**config.mk**
```make
export PLATFORM = sky130hd
export DESIGN_NAME = spi_slave_reg_ctrl
export DESIGN_NICKNAME = d
export VERILOG_FILES = /design/src/rtl/spi_slave_reg_ctrl_pkg.sv /design/src/rtl/spi_slave_reg_ctrl_cs_sync.sv /design/src/rtl/spi_slave_reg_ctrl.sv
export SDC_FILE = /design/constraint.sdc
export NUM_CORES = 1
export LEC_CHECK = 0
export CAP_MARGIN = 15
export CELL_PAD_IN_SITES_DETAIL_PLACEMENT = 1
export CELL_PAD_IN_SITES_GLOBAL_PLACEMENT = 2
export CORE_ASPECT_RATIO = 1.25
export CORE_MARGIN = 2
export CORE_UTILIZATION = 40
export DETAILED_ROUTE_END_ITERATION = 10
export PLACE_DENSITY_LB_ADDON = 0.12
export SLEW_MARGIN = 20
export SYNTH_ARGS = -nofsm -noshare
export SYNTH_HDL_FRONTEND = slang
export SYNTH_HIERARCHICAL = 1
export SYNTH_SLANG_ARGS = --single-unit
```
**constraint.sdc**
```tcl
create_clock -name i_Clk -period 14.3 [get_ports i_Clk]
set_input_delay 1.43 -clock i_Clk [delete_from_list [all_inputs] [get_ports i_Clk]]
set_output_delay 1.43 -clock i_Clk [all_outputs]
set_load 0.02 [all_outputs]
```
**src/rtl/spi_slave_reg_ctrl_pkg.sv**
```systemverilog
// Shared types and constants for the SPI slave register controller.
// Contents:
//   state_t    - controller FSM states
//   CMD_RD_BIT - command byte bit that selects read (1) or write (0)
//   CMD_ADDR_W - width of the start address field in the command byte
//   addr_t     - 7-bit SPI-side register address
package spi_reg_pkg;

  typedef enum logic [2:0] {
    IDLE = 3'd0,
    CMD  = 3'd1,
    WR   = 3'd2,
    RD   = 3'd3,
    HOLD = 3'd4
  } state_t;

  localparam int CMD_RD_BIT = 7;
  localparam int CMD_ADDR_W = 7;

  typedef logic [CMD_ADDR_W-1:0] addr_t;

endpackage

```
**src/rtl/spi_slave_reg_ctrl_cs_sync.sv**
```systemverilog
// Chip-select synchroniser for the SPI slave register controller.
// Brings the raw, asynchronous CS_n into the i_Clk domain through two flops
// and derives single-cycle edge pulses from the synchronised level.
// Ports:
//   i_Clk   - FPGA clock
//   i_Rst   - asynchronous active-high reset (level resets to 1 = deselected)
//   i_CS_n  - raw SPI chip select
//   o_CS_n  - synchronised chip-select level
//   o_Fall  - 1-cycle pulse on synchronised falling edge (select)
//   o_Rise  - 1-cycle pulse on synchronised rising edge (deselect)
module spi_cs_sync (
  input  logic i_Clk,
  input  logic i_Rst,
  input  logic i_CS_n,
  output logic o_CS_n,
  output logic o_Fall,
  output logic o_Rise
);

  logic r_meta;
  logic r_sync;
  logic r_prev;

  // Two-flop synchroniser plus a delayed copy for edge detection.
  always_ff @(posedge i_Clk or posedge i_Rst) begin
    if (i_Rst) begin
      r_meta <= 1'b1;
      r_sync <= 1'b1;
      r_prev <= 1'b1;
    end else begin
      r_meta <= i_CS_n;
      r_sync <= r_meta;
      r_prev <= r_sync;
    end
  end

  assign o_CS_n = r_sync;
  assign o_Fall = r_prev & ~r_sync;
  assign o_Rise = ~r_prev & r_sync;

endmodule

```
**src/rtl/spi_slave_reg_ctrl.sv**
```systemverilog
// SPI slave register controller (FPGA-clock side of the byte serializer).
// Turns the received byte stream into register read/write transactions on an
// 8-bit register bank with auto-increment addressing, and supplies the next
// MISO byte to the serializer. Framing comes from the synchronised CS_n.
// Ports:
//   i_Clk, i_Rst              - clock, asynchronous active-high reset
//   i_SPI_CS_n                - raw SPI chip select
//   i_RX_DV, i_RX_Byte        - received byte strobe and data
//   o_TX_DV, o_TX_Byte        - load strobe and data for the next MISO byte
//   i_Host_Wr/Addr/Data       - fabric-side register write port
//   o_Regs                    - flattened register bank, reg n = [8n+7:8n]
//   o_Wr_Strobe, o_Wr_Addr    - pulse and address for each SPI write committed
//   o_Err                     - pulse when a command addresses >= NUM_REGS
//   o_Busy                    - high whenever the controller is not IDLE
module spi_slave_reg_ctrl
  import spi_reg_pkg::*;
#(
  parameter int         NUM_REGS = 16,
  parameter logic [7:0] TX_DUMMY = 8'hA5,
  parameter int         CS_HOLD  = 4
) (
  input  logic                        i_Clk,
  input  logic                        i_Rst,
  input  logic                        i_SPI_CS_n,
  input  logic                        i_RX_DV,
  input  logic [7:0]                  i_RX_Byte,
  output logic                        o_TX_DV,
  output logic [7:0]                  o_TX_Byte,
  input  logic                        i_Host_Wr,
  input  logic [$clog2(NUM_REGS)-1:0] i_Host_Addr,
  input  logic [7:0]                  i_Host_Data,
  output logic [NUM_REGS*8-1:0]       o_Regs,
  output logic                        o_Wr_Strobe,
  output logic [6:0]                  o_Wr_Addr,
  output logic                        o_Err,
  output logic                        o_Busy
);

  localparam int              HA_W       = $clog2(NUM_REGS);
  localparam int              HC_W       = $clog2(CS_HOLD + 1);
  localparam addr_t           ADDR_MASK  = addr_t'(NUM_REGS - 1);
  localparam logic [7:0]      NUM_REGS_B = 8'(NUM_REGS);
  localparam logic [HC_W-1:0] HOLD_LAST  = HC_W'(CS_HOLD - 1);

  logic       w_cs_n;
  logic       w_fall;
  logic       w_rise;
  addr_t      w_rx_addr;
  state_t     w_cmd_next;
  state_t     w_proc_state;

  state_t          r_state;
  state_t          r_ret_state;
  addr_t           r_addr;
  logic [HC_W-1:0] r_hold_cnt;
  logic [7:0]      r_regs [NUM_REGS];

  spi_cs_sync u_cs_sync (
    .i_Clk  (i_Clk),
    .i_Rst  (i_Rst),
    .i_CS_n (i_SPI_CS_n),
    .o_CS_n (w_cs_n),
    .o_Fall (w_fall),
    .o_Rise (w_rise)
  );

  function automatic logic in_range(input addr_t a);
    return ({1'b0, a} < NUM_REGS_B);
  endfunction

  // In-range addresses wrap inside the bank; out-of-range ones just count mod 128.
  function automatic addr_t next_addr(input addr_t a);
    addr_t v;
    v = a + 7'd1;
    return in_range(a) ? (v & ADDR_MASK) : v;
  endfunction

  function automatic logic [7:0] rd_data(input addr_t a);
    return in_range(a) ? r_regs[a[HA_W-1:0]] : 8'h00;
  endfunction

  assign w_rx_addr  = i_RX_Byte[CMD_ADDR_W-1:0];
  assign w_cmd_next = i_RX_Byte[CMD_RD_BIT] ? RD : WR;
  // In HOLD a late byte is handled as the state it interrupted.
  assign w_proc_state = (r_state == HOLD) ? r_ret_state : r_state;
  assign o_Busy = (r_state != IDLE);

  genvar g;
  generate
    for (g = 0; g < NUM_REGS; g++) begin : g_flat
      assign o_Regs[8*g +: 8] = r_regs[g];
    end
  endgenerate

  // Controller FSM, register bank and all registered outputs.
  always_ff @(posedge i_Clk or posedge i_Rst) begin
    if (i_Rst) begin
      r_state     <= IDLE;
      r_ret_state <= IDLE;
      r_addr      <= 7'd0;
      r_hold_cnt  <= '0;
      o_TX_DV     <= 1'b0;
      o_TX_Byte   <= 8'h00;
      o_Wr_Strobe <= 1'b0;
      o_Wr_Addr   <= 7'd0;
      o_Err       <= 1'b0;
      for (int i = 0; i < NUM_REGS; i++) begin
        r_regs[i] <= 8'h00;
      end
    end else begin
      o_TX_DV     <= 1'b0;
      o_Wr_Strobe <= 1'b0;
      o_Err       <= 1'b0;

      // Host write first so a same-cycle SPI write to the same register overrides it.
      if (i_Host_Wr) begin
        r_regs[i_Host_Addr] <= i_Host_Data;
      end

      if (i_RX_DV && (r_state != IDLE)) begin
        case (w_proc_state)
          CMD: begin
            if (!in_range(w_rx_addr)) begin
              o_Err <= 1'b1;
            end
            if (i_RX_Byte[CMD_RD_BIT]) begin
              o_TX_DV   <= 1'b1;
              o_TX_Byte <= rd_data(w_rx_addr);
              r_addr    <= next_addr(w_rx_addr);
            end else begin
              r_addr <= w_rx_addr;
            end
          end
          WR: begin
            if (in_range(r_addr)) begin
              r_regs[r_addr[HA_W-1:0]] <= i_RX_Byte;
              o_Wr_Strobe <= 1'b1;
              o_Wr_Addr   <= r_addr;
            end
            r_addr <= next_addr(r_addr);
          end
          RD: begin
            o_TX_DV   <= 1'b1;
            o_TX_Byte <= rd_data(r_addr);
            r_addr    <= next_addr(r_addr);
          end
          default: begin
            r_addr <= r_addr;
          end
        endcase
      end

      case (r_state)
        IDLE: begin
          if (w_fall) begin
            o_TX_DV   <= 1'b1;
            o_TX_Byte <= TX_DUMMY;
            r_state   <= CMD;
          end
        end
        CMD: begin
          // Level term guards against a deselect whose rise pulse was not seen here.
          if (w_rise || w_cs_n) begin
            r_state     <= HOLD;
            r_ret_state <= i_RX_DV ? w_cmd_next : CMD;
            r_hold_cnt  <= '0;
          end else if (i_RX_DV) begin
            r_state <= w_cmd_next;
          end
        end
        WR, RD: begin
          if (w_rise || w_cs_n) begin
            r_state     <= HOLD;
            r_ret_state <= r_state;
            r_hold_cnt  <= '0;
          end
        end
        HOLD: begin
          if (w_fall) begin
            o_TX_DV   <= 1'b1;
            o_TX_Byte <= TX_DUMMY;
            r_state   <= CMD;
          end else begin
            if (i_RX_DV && (r_ret_state == CMD)) begin
              r_ret_state <= w_cmd_next;
            end
            if (r_hold_cnt == HOLD_LAST) begin
              r_state <= IDLE;
            end else begin
              r_hold_cnt <= r_hold_cnt + HC_W'(1);
            end
          end
        end
        default: begin
          r_state <= IDLE;
        end
      endcase
    end
  end

endmodule

```
==> results of run 1 <==
flip-flops by register name (all words and copies together) (netlist names):
register	cells
o_Regs	128
o_TX_Byte	8
o_Wr_Addr	7
r_addr	7
r_hold_cnt	3
r_ret_state	3
r_state	3
o_Err	1
o_TX_DV	1
o_Wr_Strobe	1
u_cs_sync/o_CS_n	1
u_cs_sync/r_meta	1
u_cs_sync/r_prev	1
cell usage after synthesis, types with 7 or more instances:
master / count
dfrtp_1: 162
and3_1: 13
a21oi_1: 11
mux2i_1: 27
inv_1: 15
clkbuf_1: 46
nand2_1: 30
buf_1: 7
nand3_1: 11
ha_1: 7
o21ai_0: 32
nor3_1: 7
mux2_2: 209
mux4_2: 72
buf_2: 23
nor2b_1: 12
nand4_1: 24
a22oi_1: 17
nor2_1: 22
through the flow:
stage | std cells | power [mW]
2_1_floorplan | 821 | 1.32
3_3_place_gp | 1271 | 1.71
3_5_place_dp | 1271 | 1.75
4_1_cts | 1301 | 2.25
5_1_grt | 1301 | 2.35
6_report | 1301 | 2.25
per-layer routing:
| metal | share of wire [%] | vias up | GRT usage (%) |
|---|---|---|---|
| li1 | - | 3385 | - |
| met1 | 41 | 4248 | 36.3 |
| met2 | 51 | 312 | 48.8 |
| met3 | 5.2 | 71 | 4.26 |
| met4 | 3.1 | 0 | 11.4 |
| met5 | 0 | - | 0 |
logic make-up (layout without fill, tap and decap cells):
family	count (synthesis)	count (layout)	synth area share, %
xor gates and xnor gates	6	6	0.505
buffers and inverters	93	233	3.74
AOI/OAI and AO/OA	89	89	5.66
DFF	165	165	39.7
muxes	311	311	41.1
adders and majority gates	7	7	0.842
and+or+nand+nor	150	150	8.41
layout make-up:
| class | count | area [µm²] | area share [%] |
|---|---|---|---|
| clock buffers | 23 | 508 | 3.91 |
| clock inverters | 7 | 119 | 0.916 |
| multi-input cells | 563 | 5900 | 45.5 |
| inverters | 15 | 61.3 | 0.472 |
| flip-flops and latches | 165 | 4130 | 31.8 |
| repair buffers | 188 | 1830 | 14.1 |
| well taps | 340 | 425 | 3.28 |
final timing paths:
kind | startpoint | endpoint | cells after the start
worst max-delay path | i_RX_DV | o_Regs[38] | 7
worst min-delay path | u_cs_sync/r_meta | u_cs_sync/o_CS_n | 0
worst max register to register | r_addr[0] | o_Regs[120] | 6
worst min register to register | u_cs_sync/r_meta | u_cs_sync/o_CS_n | 0
max in group asynchronous | i_Rst | r_addr[0] | 3
min in group asynchronous | i_Rst | u_cs_sync/r_prev | 2
power by group:
| group | switching, mW | internal [mW] | leakage (nW) |
|---|---|---|---|
| clock | 0.198 | 0.301 | 0.303 |
| sequential | 0.151 | 0.582 | 2.03 |
| combinational | 0.504 | 0.516 | 2.78 |
| total | 0.853 | 1.40 | 5.11 |
critical path: stages:
cell	delay, ns
clkdlybuf4s50_1	0.75
nor2b_1	0.19
o21ai_0	0.23
nor3_4	0.22
buf_4	0.45
and3_1	0.66
mux2_2	0.41
==> results.cfg, run 1 <==
[route]
drc_violation_count_after_routing = 0
route.vias.total = 8016
post_drt_via_cell_ratio = 6.16
drt-wirelength-per-cell_um = 29.3
drt-pass1-iter-count = 5
drt_iter0_markers = 496
drtAntennaViolNets = 0
finalWirelength_mm = 38.1

[grt]
grtUsageTotal_pct = 28.5
via_count_of_the_first_global_routing_pass = 8800
grt_antenna_before_repair = 0
grt_start_max_net_pins = 87
global_route.overflow_total = 0
grt_first_pass_wirelength_mm = 57.1

[layout]
design_area_um2 = 13000
fillers = 2638
finish.net_count = 982
final_util_pct = 50.4
diodes = 0
flow.area_growth_from_synthesis_pct = 24.8
most-common-layout-cells = 209 x mux2_2, 169 x clkdlybuf4s50_1, 161 x dfrtp_1, 72 x mux4_2, 32 x o21ai_0
drive_above_1_share_pct = 36.3
most_common_cell_after_layout_fill_and_taps_aside = mux2_2

[logic_synthesis]
ys_types = 52
syn_nets = 853
yosys_warnings = 6
post-synth-top-area-fraction_pct = 39.0
ys_seq_area_share_pct = 39.7
yosysTopAreaCell = dfrtp_1
synth_async_sr_flop_share_pct = 100
synth_area_per_cell_um2 = 12.7
mappedNetlistArea_um2 = 10400
synth-edff-count = 0
syn_inst = 821
ys_seq_elements = 165
dominantRegCellSynth = dfrtp_1
netlist_top_cells_area = dfrtp_1 39%, mux2_2 23%, mux4_2 16%, mux2i_1 2.6%, clkbuf_1 1.7%

[placement]
post_dp_cell_area_um2 = 12400
place.gp.congestion = 0.906
preCtsSetupSlack_ns = 9.84
placement.io_buffers = 171
place_hpwl_mm = 26.5

[worst_setup_path]
critPathLaunchType = primary input
timing.critical_path.fanout_max = 39
worst-r2r-setup-slack_ns = 10.97
worst_path_class_setup = in2reg
timing.critical_path.arrival_ns = 4.36
setup.worst_path.end_class = register
worstPathRequired_ns = 14.62

[status]
status = finished clean

[cts]
cts_root_buffer_type = clkbuf_16
ctsHoldBuffers = 0
cts_made_buffers = 17
cts.repair_timing.setup_buffer_count = 0
post_cts.resized_instances = 0
clock_tree.buffer_depth = 2
cts.sink_count = 165
cts_htree_levels = 4
clock_latency_ns = 0.44
tritoncts = built
clk_pin_slew_worst_setup_hold_paths_ns = 0.06

[timing]
tightestPinTransition_ns = 1.15
rsz_0062_raised_after_global_routing = false
timing.fmax_mhz = 247
slew_headroom_pct = 23.2
timing.final.crit_share_pct = 28.3
timing.final.hold_violations = 0
final_critical_path_required_period_ns = 4.05
setup_viol = 0
timing.final.max_slew_violations = 0
worst_slack_ns = 10.25
skew_ns = 0.00893
worst_hold_slack_ns = 0.364
finalSetupTns_ns = 0

[floorplan]
fp.coreArea_um2 = 25800
die_h_um = 184
die_w_um = 148
start_util_pct = 40.4
pin_count = 172
floorplan.rows = 66
design.die.area_um2 = 27300

[pwr]
static-leakage-power_nw = 5.11
power_per_cell_area_nw_per_um2 = 173
vdd_drop_max_v = 0.000104

[job]
cap_viol_max_count = 0

[hold_path]
holdCritPathClass = reg2reg
Power figures use the tool's default switching activity.
==> inputs of run 2 (changes only) <==
--- a/config.mk
+++ b/config.mk
@@ -10,7 +10,7 @@
 export CELL_PAD_IN_SITES_GLOBAL_PLACEMENT = 2
 export CORE_ASPECT_RATIO = 1.25
 export CORE_MARGIN = 2
-export CORE_UTILIZATION = 40
+export CORE_UTILIZATION = 33
 export DETAILED_ROUTE_END_ITERATION = 10
 export PLACE_DENSITY_LB_ADDON = 0.12
 export SLEW_MARGIN = 20
==> constraint.sdc (replaced) <==
create_clock -name i_Clk -period 3.57 [get_ports i_Clk]
set_input_delay 0.357 -clock i_Clk [delete_from_list [all_inputs] [get_ports i_Clk]]
set_output_delay 0.357 -clock i_Clk [all_outputs]
set_load 0.02 [all_outputs]
==> run 2 against run 1 <==
Compared with the run above: cell count up 7.8%; routed wire length up 6.3%; count of clock-buffer cells in the layout down 2; via count down 0.24%; critical path type is now reg2reg; highest routed layer unchanged.
==> results.cfg, run 2 (synthesized netlist as in run 1, its figures left out) <==
[cts]
cts.sink_count = 165
cts_htree_levels = 4
ctsHoldBuffers = 0
cts.repair_timing.setup_buffer_count = 0
cts_made_buffers = 17
clock_tree.buffer_depth = 2
clk_pin_slew_worst_setup_hold_paths_ns = 0.07
cts_root_buffer_type = clkbuf_16
clock_latency_ns = 0.44
post_cts.resized_instances = 0
tritoncts = built

[floorplan]
fp.coreArea_um2 = 31000
start_util_pct = 33.6
pin_count = 172
die_h_um = 203
die_w_um = 163
floorplan.rows = 72
design.die.area_um2 = 33000

[hold_path]
holdCritPathClass = in2async

[worst_setup_path]
cp.buffers_inverters = 1
cpPeakStageDelay_ns = 0.70
critPathLaunchType = register
worst_path_class_setup = reg2reg
timing.critical_path.arrival_ns = 3.24
cell_with_the_largest_stage_delay_on_the_worst_path = o41a_1
critical_path.top_delay_family = simple AND/OR/NAND/NOR gates
setup.worst_path.end_class = register
timing.critical_path.fanout_max = 14
worstPathRequired_ns = 3.90
crit_path_cells = o41a_1 -> nor3_4 -> buf_4 -> and3_1 -> mux2_2

[layout]
flow.area_growth_from_synthesis_pct = 28.0
diodes = 0
fillers = 3261
most-common-layout-cells = 209 x mux2_2, 169 x clkdlybuf4s50_1, 160 x dfrtp_1, 72 x mux4_2, 47 x buf_4
drive_above_1_share_pct = 38.6
largest_register_ffs = 128
design_area_um2 = 13300
finish.net_count = 1016
most_common_cell_after_layout_fill_and_taps_aside = mux2_2

[timing]
worst_slack_ns = 0.659
rsz_0062_raised_after_global_routing = false
timing.final.max_slew_violations = 0
timing.final.crit_share_pct = 81.6
skew_ns = 0.0143
timing.final.hold_violations = 0
finalSetupTns_ns = 0
timing.fmax_mhz = 343
tightestPinTransition_ns = 0.906
worst_hold_slack_ns = 0.352
final_critical_path_required_period_ns = 2.91
setup_viol = 0
slew_headroom_pct = 39.4

[placement]
preCtsSetupSlack_ns = 0.681
placement.io_buffers = 171
post_dp_cell_area_um2 = 12700
place_hpwl_mm = 29.1
place.gp.congestion = 0.810

[route]
drt-wirelength-per-cell_um = 28.8
drtAntennaViolNets = 0
drt-pass1-iter-count = 5
drc_violation_count_after_routing = 0
drt_iter0_markers = 594
finalWirelength_mm = 40.5
route.vias.total = 7997
post_drt_via_cell_ratio = 5.70

[job]
cap_viol_max_count = 0

[grt]
grt_antenna_before_repair = 0
grtUsageTotal_pct = 25.3
via_count_of_the_first_global_routing_pass = 8690
grt_first_pass_wirelength_mm = 60.9
grt_start_max_net_pins = 68
global_route.overflow_total = 0

[pwr]
power_per_cell_area_nw_per_um2 = 672
vdd_drop_max_v = 0.000315
static-leakage-power_nw = 5.27

[status]
status = finished clean
run 2: through the flow:
step	std cells	utilization (%)	power (mW)
6_report	1403	43.0	8.94
5_1_grt	1403	43.0	9.37
4_1_cts	1403	43.0	9.00
3_5_place_dp	1372	41.1	7.10
3_3_place_gp	1372	41.1	7.04
2_1_floorplan	821	-	5.27
run 2: routing by layer:
metal	GRT usage [%]	vias to the layer above	share of wire, %
met3	3.47	45	3.6
li1	-	3449	-
met4	7.02	0	2.2
met5	0	-	0
met2	43.4	221	51
met1	33.5	4282	43
run 2: power breakdown:
| group | switching (mW) | internal (mW) | leakage, nW |
|---|---|---|---|
| Combinational | 1.84 | 2.13 | 2.96 |
| Sequential | 0.763 | 2.33 | 2.03 |
| Clock | 0.841 | 1.03 | 0.278 |
run 2: worst register-to-register path, stage by stage (launching register included):
cell,delay [ns]
dfrtp_1,0.53
o41a_1,0.70
nor3_4,0.45
buf_4,0.26
and3_1,0.47
mux2_2,0.39
run 2: area by class of cell:
class	instances	area [µm²]	area share [%]
clock inverters	10	97.6	0.733
clock buffers	21	480	3.61
inverters	15	60.1	0.451
repair buffers	222	2130	16.0
flip-flops and latches	165	4140	31.1
multi-input cells	563	5900	44.3
well taps	407	509	3.82
run 2: worst paths after layout:
| check | start | endpoint | slack [ns] | depth (start not counted) |
|---|---|---|---|---|
| max | r_state[1] | o_Regs[85] | 0.66 | 5 |
| min | i_Rst | u_cs_sync/r_prev | 0.35 | 2 |
| max reg2reg | r_state[1] | o_Regs[85] | 0.66 | 5 |
| min reg2reg | u_cs_sync/r_meta | u_cs_sync/o_CS_n | 0.36 | 0 |
| max in group asynchronous | i_Rst | o_Regs[18] | 2.37 | 3 |
| min in group i_Clk | i_SPI_CS_n | u_cs_sync/r_meta | 0.35 | 1 |
